<file path="config.mk">
export PLATFORM = sky130hd
export DESIGN_NAME = rdft_seq_ctrl
export DESIGN_NICKNAME = d
export VERILOG_FILES = /design/src/rtl/rdft_seq_ctrl.sv
export SDC_FILE = /design/constraint.sdc
export NUM_CORES = 1
export LEC_CHECK = 0
export ABC_AREA = 1
export ABC_CLOCK_PERIOD_IN_PS = 1100
export CAP_MARGIN = 20
export CORE_MARGIN = 8
export CORE_UTILIZATION = 40
export CTS_BUF_LIST = sky130_fd_sc_hd__clkbuf_8
export DETAILED_ROUTE_END_ITERATION = 7
export HOLD_SLACK_MARGIN = 0.12
export PLACE_DENSITY = 0.69
export SYNTH_ARGS = -nofsm -noshare
export SYNTH_HDL_FRONTEND = slang
export SYNTH_SLANG_ARGS = --single-unit
export TNS_END_PERCENT = 5
</file>
<file path="constraint.sdc">
create_clock -name clk -period 1.1 [get_ports clk]
set_clock_uncertainty 0.1 [all_clocks]
set_input_delay 0.22 -clock clk [delete_from_list [all_inputs] [get_ports clk]]
set_output_delay 0.22 -clock clk [all_outputs]
set_load 0.02 [all_outputs]
</file>
<file path="src/rtl/rdft_seq_ctrl.sv">
// Frame sequencer for the RDFT loader / transform processor pair: load N samples, start, wait, drain N bins.
// Optional watchdog on the COMPUTE wait is enabled by defining RDFT_WDOG_EN (adds the wd_err output).
module rdft_seq_ctrl #(
    parameter int N        = 8,
    parameter int LOG2N    = 3,
    parameter int MAX_WAIT = 64,
    parameter int FCW      = 8
) (
    input  logic             clk,
    input  logic             rst,
    input  logic             s_valid,
    output logic             s_ready,
    output logic             ld_en,
    output logic [LOG2N-1:0] ld_addr,
    output logic             tp_start,
    input  logic             tp_done,
    output logic             o_valid,
    input  logic             o_ready,
    output logic [LOG2N-1:0] o_idx,
    output logic             o_last,
    output logic             busy,
    output logic [FCW-1:0]   frame_cnt
`ifdef RDFT_WDOG_EN
    ,
    output logic             wd_err
`endif
);

    localparam logic [LOG2N-1:0] LAST_IDX = LOG2N'(N - 1);
    localparam logic [LOG2N-1:0] PENULT   = LOG2N'(N - 2);

    typedef enum logic [2:0] {
        S_IDLE,
        S_LOAD,
        S_START,
        S_COMPUTE,
        S_DRAIN
    } state_t;

    state_t           r_state;
    logic [LOG2N-1:0] r_addr;
    logic [LOG2N-1:0] r_idx;
    logic             r_tp_start;
    logic             r_o_valid;
    logic             r_o_last;
    logic             r_busy;
    logic [FCW-1:0]   r_frame_cnt;

    logic w_accept;
    logic w_xfer;
    logic w_wd_expire;

    assign s_ready   = (r_state == S_IDLE) || (r_state == S_LOAD);
    assign ld_en     = s_valid & s_ready;
    assign ld_addr   = r_addr;
    assign tp_start  = r_tp_start;
    assign o_valid   = r_o_valid;
    assign o_idx     = r_idx;
    assign o_last    = r_o_last;
    assign busy      = r_busy;
    assign frame_cnt = r_frame_cnt;

    assign w_accept = ld_en;
    assign w_xfer   = r_o_valid & o_ready;

`ifdef RDFT_WDOG_EN
    localparam int WDW = $clog2(MAX_WAIT + 1);

    logic [WDW-1:0] r_wd_cnt;
    logic           r_wd_err;

    // Counter sits at zero outside COMPUTE, so every COMPUTE visit starts from a clean count.
    assign w_wd_expire = (r_wd_cnt == WDW'(MAX_WAIT - 1));
    assign wd_err      = r_wd_err;

    always_ff @(posedge clk) begin
        if (rst) begin
            r_wd_cnt <= '0;
            r_wd_err <= 1'b0;
        end else begin
            if (r_state != S_COMPUTE) begin
                r_wd_cnt <= '0;
            end else begin
                r_wd_cnt <= r_wd_cnt + 1'b1;
            end
            if (r_state == S_COMPUTE && !tp_done && w_wd_expire) begin
                r_wd_err <= 1'b1;
            end
        end
    end
`else
    // Constant false: without the watchdog COMPUTE waits indefinitely.
    assign w_wd_expire = (MAX_WAIT < 0);
`endif

    always_ff @(posedge clk) begin
        if (rst) begin
            r_state     <= S_IDLE;
            r_addr      <= '0;
            r_idx       <= '0;
            r_tp_start  <= 1'b0;
            r_o_valid   <= 1'b0;
            r_o_last    <= 1'b0;
            r_busy      <= 1'b0;
            r_frame_cnt <= '0;
        end else begin
            r_tp_start <= 1'b0;
            case (r_state)
                S_IDLE, S_LOAD: begin
                    if (w_accept) begin
                        r_busy <= 1'b1;
                        if (r_addr == LAST_IDX) begin
                            r_addr     <= '0;
                            r_state    <= S_START;
                            r_tp_start <= 1'b1;
                        end else begin
                            r_addr  <= r_addr + 1'b1;
                            r_state <= S_LOAD;
                        end
                    end
                end
                S_START: begin
                    r_state <= S_COMPUTE;
                end
                S_COMPUTE: begin
                    // tp_done takes priority over a watchdog expiry on the same cycle.
                    if (tp_done) begin
                        r_state   <= S_DRAIN;
                        r_o_valid <= 1'b1;
                        r_idx     <= '0;
                        r_o_last  <= 1'b0;
                    end else if (w_wd_expire) begin
                        r_state <= S_IDLE;
                        r_busy  <= 1'b0;
                    end
                end
                S_DRAIN: begin
                    if (w_xfer) begin
                        if (r_o_last) begin
                            r_state     <= S_IDLE;
                            r_o_valid   <= 1'b0;
                            r_o_last    <= 1'b0;
                            r_busy      <= 1'b0;
                            r_idx       <= '0;
                            r_frame_cnt <= r_frame_cnt + 1'b1;
                        end else begin
                            r_idx    <= r_idx + 1'b1;
                            r_o_last <= (r_idx == PENULT);
                        end
                    end
                end
                default: begin
                    r_state <= S_IDLE;
                end
            endcase
        end
    end

endmodule

</file>
# [Yosys cells after proc, flatten, opt, wreduce, memory -nomap -nowiden]
# Index checks and enable logic that the tools add are counted.
[classes] add_sub_neg=3 n_eq_ne=10 mux=22 bitwise_logic=4 reduce_logical=12
[ops] cell="3-bit 2-to-1 mux" n=8
[ops] cell="3-bit one-hot mux with 4 select lines" n=1
[ops] cell="4-bit AND reduction" n=3
[ops] cell="3-bit equality test (second input constant)" n=3
[ops] cell="8-bit by 1-bit adder with 8-bit output (second input constant)" n=1
[ops] cell="1-bit 2-to-1 mux" n=8
[ops] cell="2-bit != test (second input constant)" n=4
[ops] cell="3-bit by 1-bit adder with 3-bit output (second input constant)" n=2
[ops] cell="3-bit by 2-bit equality test with 1-bit output (second input constant)" n=2
[ops] cell="1-bit one-hot mux with 2 select lines" n=3
[ops] cell="3-bit one-hot mux with 2 select lines" n=1
[ops] cell="3-bit AND reduction" n=2
[ops] cell="2-bit nonzero test" n=2
[ops] cell="3-bit by 1-bit equality test with 1-bit output (second input constant)" n=1
[ops] cell="3-bit zero test" n=1
[ops] cell="3-bit OR reduction" n=1
[ops] cell="1-bit AND" n=2
[ops] cell="2-bit 2-to-1 mux" n=1
[ops] cell="1-bit NOT" n=2
[ops] cell="2-bit AND reduction" n=1
[ops] cell="2-bit OR reduction" n=1
[ops] cell="1-bit logical OR" n=1
[totals] ff_bits=21 input_bits=5 output_inout_bits=20 wordCells=59

# [Longest topological paths before layout]
# Gate-level depths: netlist (run 1).
[depth] word_depth=5 ltp_mapped=8 ltp_nobuf=8

# [Worst setup path before layout (run 1)]
# OpenSTA, ideal clock, no wires.
[synth_path] path_kind="flip-flop to flip-flop" startpoint="register r_state[2]" endpoint="register r_addr[0], in the netlist ld_addr[0]" setup_time_ps=116 t_arrival_ps=1170 required_ps=884 slack_ps=-286 stages_incl_launch_ff=6 path_buffers=0 synth_period_minus_slack_ps=1386 path_cell_list="dfxtp_1 nor2_2 nand2_1 inv_2 o21ai_0 o211a_1"
[synth_between] elab_chain_cells=4 word_cells_on_any_way=6 cone_classes="1 x eq/ne; 1 x bitwise; 4 x reduce/logical"
[synth_lines] element="from (decl)" line_no="40" text="state_t r_state;"
[synth_lines] element="from (signal assigned)" line_no="98" text="r_state <= S_IDLE;"
[synth_lines] element="from (signal assigned)" line_no="114" text="r_state <= S_START;"
[synth_lines] element="from (signal assigned)" line_no="118" text="r_state <= S_LOAD;"
[synth_lines] element="3-bit by 1-bit equality test with 1-bit output / 3-bit zero test (equally long branches)" line_no="53" text="assign s_ready = (r_state == S_IDLE) || (r_state == S_LOAD);"
[synth_lines] element="1-bit logical OR (*)" line_no="53"
[synth_lines] element="net s_ready" line_no="12" text="output logic s_ready,"
[synth_lines] element="1-bit AND (*)" line_no="54" text="assign ld_en = s_valid & s_ready;"
[synth_lines] element="net ld_en" line_no="13" text="output logic ld_en,"
[synth_lines] element="2-bit AND reduction (no source line) (*)"
[synth_lines] element="to (signal assigned)" line_no="117" text="r_addr <= r_addr + 1'b1;"
[synth_lines] element="to (decl)" line_no="41" text="logic [LOG2N-1:0] r_addr;"
# The timed path passes the listed nets; every way through them passes the cells marked *.
# A chain may end at the register's enable or synchronous reset.

# [Final worst setup path (run 1)]
[layout_path] startpoint="register r_state[1]" endpoint="register r_frame_cnt[5], in the netlist frame_cnt[5]"
[layout_between] elab_chain_cells=2
[layout_lines] element="3-bit equality test" line_no="108" text="case (r_state)"
[layout_lines] element="3-bit AND reduction (no source line)"
[layout_lines] element="to (signal assigned)" line_no="145" text="r_frame_cnt <= r_frame_cnt + 1'b1;"
[layout_lines] element="to (decl)" line_no="47" text="logic [FCW-1:0] r_frame_cnt;"
# Every way passes these cells.

==> qor.csv, run 1 <==
metric,value,unit
fp.dieH,68.08,um
initial_core_util,0.4074,
wl_met1,1207,um
startpoint_type,flop,
place_congestion,0.7435,
n_antenna_cell,0,
dp_hpwl,2117,um
cts_sinks,21,
fmax,713.9,MHz
synth_nets,166,
placed_area,1643,um2
path_buf_inv,2,
leakagePower,0.0008308,uW
hp-class,reg -> reg,
io_pins,25,
crit_path_end_kind,flop,
violations,setup timing,
numCtsBuffers,3,
insertion_delay,0.25,ns
drt_pre_antenna_iters,4,
cts_hold_buf,0,
switching_power,561.7,uW
arrival,1.49,ns
grt_overflow,0,
antenna_found_initial,0,
pwr-share-comb,0.280,
ys_seq_area_frac,0.3875,
ir_worst_vdd,902.3,uV
fp.coreArea,2663,um2
fill_cells,231,
grt_max_degree,17,
total_power,1866,uW
dr.first_iter.drc_count,27,
top_layer,met4,
grt_pass1_vias,1140,
dieArea,4634,um2
cp.depth,7,
worst-path-max-fanout,8,
num_vias,1139,
cts-htree-levels,1,
syn_avg_cell_area,6.999,um2
grt_setup_unrepaired,true,
netlist_area,1085,um2
finalCriticalPeriod,1.401,ns
cp_common_cell,nor2_4,
route.detailed.drc,0,
clkTransAtPathRegs,0.08,ns
design_area,1733,um2
drv_cap,0,
synth_top_area_cell,dfxtp_1,
path_delay_family,simple AND/OR/NAND/NOR gates,
holdPathStages,2,
met2_length,1451,um
port_buffers,24,
synthTopCellsByArea,"dfxtp_1 (39%), nand2_1 (12%), nor2_1 (9.7%)",
placementRows,19,
cts-root-buf,clkbuf_8,
viasPerCell,4.668,
wl_met3,143,um
synthToLayoutAreaGrowth,59.75,%
path_class,reg -> reg,
grt_pass1_wl,4747,um
intPower,1305,uW
cts_max_path_buffers,2,
die_w,68.08,um
tritoncts,built,
power.density,1077,nW/um2
swShare,0.3009,
p_seq_frac,0.456,
finalHoldViolCount,0,
post_drt_wl_per_cell,11.57,um
yosysTopAreaCellShare,0.3875,
max_stage_delay,0.34,ns
antenna_left,0,
setup-violations-final,22,
clockPowerShare,0.264,
synthDistinctLibCells,21,
multi_input_area,668.1,um2
fin_ws,-0.3008,ns
critPathSlowestCell,dfxtp_2,
drv_slew,0,
synthCells,155,
outcome,"complete, but fails checks",
fin_nets,225,
drive_gt1_frac,0.4460,
ff2ff_setup_slack,-0.30,ns
crit_chain,buf_6 > nor2_4 > nand2_2 > nor2_4 > buf_4 > nand3_2 > a21oi_1,
routed_wl,2823,um
ys_ff_latch,21,
cp.required,1.19,ns
grt_usage,0.1294,
max-slew-margin-rel,0.8523,
reg2reg_depth,7,
seqCellArea,441.7,um2
finalCritPeriodShare,1.273,
yosysWarnings,0,
worstMarginPinSlew,0.2210,ns
metal layers:
metal,GRT usage,vias to the layer above
met1,0.1422,511
met2,0.2368,19
li1,-,605
met4,0.03069,0
met3,0.03928,4
met5,0,-
path summary, 6_finish.rpt:
check / start / to
worst min-delay path: ld_addr[1] / ld_addr[1]
worst min register to register: ld_addr[1] / ld_addr[1]
worst max-delay path: r_state[1] / frame_cnt[5]
worst max register to register: r_state[1] / frame_cnt[5]
through the flow:
stage	setup WS [ns]	setup TNS (ns)	hold slack, ns	utilization	cells
finish	-0.3008	-4.745	0.4209	0.6508	244
detailed placement	-0.6816	-12.30	0.3834	0.6170	239
global placement	-0.6606	-11.67	0.3718	0.6170	239
CTS	-0.2586	-4.339	0.3976	0.6090	243
global route	-0.3769	-6.307	0.4439	0.6508	244
floorplan	-0.09830	-0.9125	0.1817	-	155
synthesized netlist by cell type:
master    instances
nand2_2           4
o21ai_0          12
nand3_2           1
a21oi_1          11
nor2_4            1
o21ai_1           1
nand3_1           5
xor2_1            1
nand3b_4          1
ha_1              6
nor2_1           28
buf_6             1
clkbuf_1          1
inv_2             2
nor3_1            2
nand3b_1          1
o211a_1           1
dfxtp_1          21
nor2_2            3
inv_1            18
nand2_1          34
kinds of logic after synthesis:
logic type      Yosys count  synth area share
compound gates           25            0.1199
xor+xnor                  1          0.008075
fa+ha+maj                 6           0.06920
buf+inv                  22           0.08304
flops                    21            0.3875
simple gates             80            0.3322
worst reg2reg max path, delay by kind of cell, from the launching register on:
family                 cells  cell delay (ns)
and+or+nand+nor            4             0.49
buffers and inverters      2             0.28
DFF                        1             0.34
AOI/OAI and AO/OA          1             0.12
sequential cells by signal (all words and copies together) (netlist names):
| register | count |
|---|---|
| o_last | 1 |
| o_idx | 3 |
| r_state | 3 |
| ld_addr | 3 |
| busy | 1 |
| tp_start | 1 |
| frame_cnt | 8 |
| o_valid | 1 |
timing repair:
action	4_1_cts	5_1_grt
setup buffers	0	1
setup endpoints to repair	39	35
pin swaps	5	4
endpoints found under the hold margin	0	0
resized for setup	99	33
power groups by stage:
| stage | combinational, uW | sequential, uW | clock (uW) |
|---|---|---|---|
| 6_report | 522 | 851 | 493 |
| 5_1_grt | 573 | 858 | 542 |
| 4_1_cts | 463 | 846 | 512 |
| 3_5_place_dp | 473 | 863 | 0 |
| 3_3_place_gp | 463 | 861 | 0 |
| 2_1_floorplan | 208 | 908 | 0 |
final cells by class:
| cell class | count | share of cell area |
|---|---|---|
| sequential | 21 | 0.2549 |
| multi-input combinational | 112 | 0.3856 |
| inverter | 20 | 0.04621 |
| clock buffer | 3 | 0.02383 |
| tap | 31 | 0.02238 |
| clock inverter | 1 | 0.002166 |
| timing repair buffer | 56 | 0.2650 |
cells in the final DEF (no fill, tap or decap), drive strengths merged, types with 3 or more instances in the layout:
master         count
dfxtp             21
nand3              6
o21ai             13
buf               52
ha                 6
nand2             38
clkdlybuf4s50      3
a21oi             11
nor2              32
inv               21
clkbuf             3
Note: power is estimated with default switching activity, not from simulation.
==> run 2: changes to the inputs <==
--- a/config.mk
+++ b/config.mk
@@ -6,14 +6,13 @@
 export NUM_CORES = 1
 export LEC_CHECK = 0
 export ABC_AREA = 1
-export ABC_CLOCK_PERIOD_IN_PS = 1100
 export CAP_MARGIN = 20
 export CORE_MARGIN = 8
-export CORE_UTILIZATION = 40
+export CORE_UTILIZATION = 46
 export CTS_BUF_LIST = sky130_fd_sc_hd__clkbuf_8
 export DETAILED_ROUTE_END_ITERATION = 7
 export HOLD_SLACK_MARGIN = 0.12
-export PLACE_DENSITY = 0.69
+export PLACE_DENSITY = 0.77
 export SYNTH_ARGS = -nofsm -noshare
 export SYNTH_HDL_FRONTEND = slang
 export SYNTH_SLANG_ARGS = --single-unit
==> run 2 against run 1 <==
- the flow still finishes with violations (setup timing)
- final area rose by 1.1%
- critical path depth is 2 higher
- sequential power increased by 0.9%
- maximum frequency grew 0.59%
- wire length grew 22%
- die area down 10%
- global-route usage is 2.9 points higher
- total power grew 5.0%
- cell count shrank 2.0%
- critical endpoint is now o_valid
- largest power group unchanged
- highest routed layer unchanged
==> qor.csv, run 2 (synthesized netlist as in run 1, its figures left out) <==
metric,value,unit
tritoncts,built,
cp.required,1.19,ns
ir_worst_vdd,1160,uV
power.density,1119,nW/um2
max-slew-margin-rel,0.8478,
num_vias,1230,
crit_path_end_kind,flop,
hp-class,reg -> reg,
fp.dieH,64.56,um
fmax,718.1,MHz
worstMarginPinSlew,0.2280,ns
io_pins,25,
finalCriticalPeriod,1.393,ns
placementRows,17,
worst-path-max-fanout,5,
layout_commonest_cell,buf_4,
fp.coreArea,2212,um2
dp_cells,233,
fin_cells,239,
clkTransAtPathRegs,0.08,ns
route.detailed.drc,0,
grt_setup_unrepaired,true,
startpoint_type,flop,
outcome,"complete, but fails checks",
setup-violations-final,22,
drive_gt1_frac,0.4834,
dp_hpwl,2160,um
final_cell_mix,"buf_4 (37), nand2_1 (28), nor2_1 (25), inv_1 (18), dfxtp_2 (11)",
arrival,1.48,ns
cts-root-buf,clkbuf_8,
p_seq_frac,0.438,
dr.first_iter.drc_count,48,
fin_nets,223,
swShare,0.3227,
switching_power,632.3,uW
grt_overflow,0,
die_w,64.56,um
intPower,1327,uW
finalCritPeriodShare,1.266,
leakagePower,0.0008371,uW
insertion_delay,0.26,ns
finalHoldViolCount,0,
post_drt_wl_per_cell,14.42,um
design_area,1752,um2
viasPerCell,5.146,
path_class,reg -> reg,
dieArea,4168,um2
synthToLayoutAreaGrowth,61.48,%
numCtsBuffers,3,
grt_pass1_wl,5430,um
placed_area,1604,um2
drv_cap,0,
routed_wl,3446,um
cts_sinks,21,
drv_slew,0,
port_buffers,24,
place_ws,-0.6784,ns
drt_pre_antenna_iters,4,
fin_ws,-0.2926,ns
pwr-share-comb,0.296,
cts_max_path_buffers,2,
grt_max_degree,13,
grt_usage,0.1585,
total_power,1959,uW
place_congestion,0.8372,
violations,setup timing,
antenna_found_initial,0,
ff2ff_setup_slack,-0.29,ns
grt_pass1_vias,1260,
largest_register_ffs,8,
clockPowerShare,0.265,
n_antenna_cell,0,
antenna_left,0,
cts-htree-levels,1,
initial_core_util,0.4904,
run 2: cell count changes in the layout (fill, tap and decap cells not counted), moves of 2 or more:
| cell | change |
|---|---|
| nor2_1 | -2 |
| dfxtp_2 | +3 |
| nand2_4 | +2 |
| nor2_4 | +2 |
| nand2_1 | -2 |
| a21oi_2 | +2 |
| a21oi_1 | -2 |
| dfxtp_1 | -3 |
run 2: power by group through the flow:
stage          registers (uW)  clock network (uW)  logic [uW]
4_1_cts                   853                 525         548
3_5_place_dp              863                   0         486
5_1_grt                   864                 558         625
3_3_place_gp              861                   0         467
6_report                  859                 520         580
2_1_floorplan             908                   0         208
run 2: layout make-up:
type | instances | area [um2]
Multi-Input combinational cell | 113 | 721.9
Tap cell | 28 | 35.03
Clock buffer | 3 | 41.29
Clock inverter | 1 | 5.005
Fill cell | 157 | 460.4
Sequential cell | 21 | 445.4
Timing Repair Buffer | 53 | 425.4
Inverter | 20 | 77.57
run 2: path summary, 6_finish.rpt:
path	start	endpoint	cells after the start
hold / removal	o_last	o_last	2
setup / recovery	r_state[1]	o_valid	9
setup reg to reg	r_state[1]	o_valid	9
hold reg to reg	o_last	o_last	2
run 2: per-stage QoR:
step | util | setup TNS [ns] | hold slack, ns
2_1_floorplan | - | -0.9125 | 0.1817
3_3_place_gp | 0.7251 | -11.64 | 0.3764
3_5_place_dp | 0.7251 | -12.34 | 0.3825
4_1_cts | 0.7675 | -4.242 | 0.4206
5_1_grt | 0.7919 | -5.931 | 0.4404
6_report | 0.7919 | -4.478 | 0.4235
run 2: critical path: stages, from the launching register on:
cell and delay, ns:
dfxtp_2 0.37, buf_6 0.12, nand2_2 0.07, nor2_4 0.15
nand2_4 0.10, nand2_2 0.08, inv_1 0.04, nand2_1 0.05
nand2_1 0.07, a21oi_2 0.17
run 2: what timing repair did:
item / in CTS / in global routing
hold endpoints to repair: 0 / 0
cloned: 1 / 0
hold buffers: 0 / 0
gates resized for setup: 120 / 25
setup buffers: 1 / 0
pin swaps: 11 / 1
setup endpoints to repair: 40 / 36
run 2: routing by layer:
| metal | global-route usage | routed length, um |
|---|---|---|
| met1 | 0.1701 | 1364 |
| met2 | 0.2857 | 1832 |
| met3 | 0.03780 | 166 |
| met4 | 0.07357 | 83 |
| met5 | 0 | 0 |
==> run 3: changes to the inputs <==
--- a/config.mk
+++ b/config.mk
@@ -13,6 +13,7 @@
 export DETAILED_ROUTE_END_ITERATION = 7
 export HOLD_SLACK_MARGIN = 0.12
 export PLACE_DENSITY = 0.77
+export SETUP_SLACK_MARGIN = 0.5
 export SYNTH_ARGS = -nofsm -noshare
 export SYNTH_HDL_FRONTEND = slang
 export SYNTH_SLANG_ARGS = --single-unit
==> run 3 against run 2 <==
- the run still ends with setup timing left
- register-to-register slack gained 0.03 ns
- non-clock buffer count is the same
- highest routed layer unchanged
- setup slack gained 0.025 ns
- clock power grew 1%
- critical path type unchanged
- total power grew 1.8%
- via count shrank 1.2%
- maximum frequency grew 1.9%
- first-iteration DRC count shrank 23%
- sequential share of layout area shrank 0.70 points
- critical path depth is the same
- largest cell class unchanged
==> qor.csv, run 3 (synthesized netlist as in run 1, its figures left out) <==
metric,value,unit
post_drt_wl_per_cell,13.64,um
finalHoldViolCount,0,
drv_slew,0,
crit_path_end_kind,flop,
grt_setup_unrepaired,true,
die_w,64.56,um
dp_hpwl,2160,um
outcome,"complete, but fails checks",
grt_pass1_wl,5340,um
route.detailed.drc,0,
largest_register_ffs,8,
violations,setup timing,
hp-class,in -> reg,
grt_max_degree,13,
tritoncts,built,
fp.dieH,64.56,um
ir_worst_vdd,1152,uV
power.density,1092,nW/um2
setup_tns,-4.115,ns
dp_cells,233,
synthToLayoutAreaGrowth,68.40,%
numCtsBuffers,3,
leakagePower,0.0008461,uW
port_buffers,24,
final_cell_mix,"nand2_1 (29), buf_4 (28), nor2_1 (24), buf_6 (21), inv_1 (18)",
setup-violations-final,20,
max-slew-margin-rel,0.8564,
cp.required,1.19,ns
drive_gt1_frac,0.4834,
place_congestion,0.8372,
fin_nets,223,
arrival,1.46,ns
fin_ws,-0.2671,ns
cts_sinks,21,
fp.coreArea,2212,um2
viasPerCell,5.084,
drt_pre_antenna_iters,4,
grt_overflow,0,
drv_cap,0,
fmax,731.5,MHz
startpoint_type,flop,
final_util,0.8258,
num_vias,1215,
antenna_found_initial,0,
layout_commonest_cell,nand2_1,
finalCritPeriodShare,1.243,
grt_usage,0.1560,
worstMarginPinSlew,0.2151,ns
holdWs,0.4182,ns
fin_cells,239,
clkTransAtPathRegs,0.08,ns
dieArea,4168,um2
antenna_left,0,
io_pins,25,
path_class,reg -> reg,
cts_max_path_buffers,2,
dr.first_iter.drc_count,37,
cts_hold_buf,0,
total_power,1996,uW
placementRows,17,
initial_core_util,0.4904,
routed_wl,3259,um
finalCriticalPeriod,1.367,ns
worst-path-max-fanout,6,
insertion_delay,0.27,ns
cts-root-buf,clkbuf_8,
cts-htree-levels,1,
n_antenna_cell,0,
grt_pass1_vias,1260,
[run 3: cell types whose count changed in the layout (fill, tap and decap cells not counted), moves of 2 or more]
| cell | previous run | this run |
|---|---|---|
| dfxtp_2 | 11 | 7 |
| buf_6 | 8 | 21 |
| dfxtp_4 | 3 | 6 |
| buf_2 | 4 | 0 |
| a21oi_2 | 4 | 2 |
| a21oi_1 | 7 | 9 |
| buf_4 | 37 | 28 |
| o21ai_2 | 3 | 5 |
| nor2_2 | 3 | 5 |
| o21ai_1 | 7 | 5 |
[run 3: final cells by class]
cell class	instances	area [um2]
multi-input combinational	113	729.5
tap	28	35.03
clock buffer	3	41.29
clock inverter	1	5.005
fill	137	385.4
inverter	20	80.08
timing repair buffer	53	484.2
sequential	21	451.7
[run 3: report_power, final]
group | internal, uW | switching (uW) | total [uW]
registers | 806 | 54.0 | 860
logic | 293 | 317 | 610
clock network | 253 | 273 | 526
total | 1350 | 644 | 2000
[run 3: per-layer routing]
| metal | part of all wire | vias to the layer above | GRT usage | routed length [um] |
|---|---|---|---|---|
| li1 | - | 602 | - | - |
| met1 | 0.40 | 578 | 0.1682 | 1307 |
| met2 | 0.54 | 28 | 0.2807 | 1746 |
| met3 | 0.044 | 7 | 0.03608 | 142 |
| met4 | 0.019 | 0 | 0.07357 | 62 |
| met5 | 0 | - | 0 | 0 |
[run 3: worst paths after layout]
kind | from | cells after the start | slack [ns] | endpoint
worst max-delay path | r_state[1] | 9 | -0.27 | o_valid
worst min-delay path | s_valid | 4 | 0.42 | tp_start
worst max register to register | r_state[1] | 9 | -0.27 | o_valid
worst min register to register | ld_addr[1] | 2 | 0.43 | ld_addr[1]
[run 3: metrics by stage]
| stage | area (um2) | worst slack [ns] |
|---|---|---|
| finish | 1827 | -0.2671 |
| global route | 1827 | -0.3506 |
| CTS | 1765 | -0.2410 |
| detailed placement | 1604 | -0.6784 |
| global placement | 1604 | -0.6753 |
| floorplan | 1134 | -0.09830 |
[run 3: what timing repair did]
action,in CTS,in global routing
gates cloned,1,0
resized for setup,143,22
pin swaps,11,2
setup endpoints to repair,41,41
buffers inserted,1,0
[run 3: critical path, stage by stage (launching register included)]
cell	delay, ns
dfxtp_2	0.34
buf_6	0.12
nor2_4	0.12
buf_6	0.13
nand3_4	0.09
nand2_2	0.07
inv_1	0.04
nand2_1	0.04
nand2_1	0.07
a21oi_2	0.17
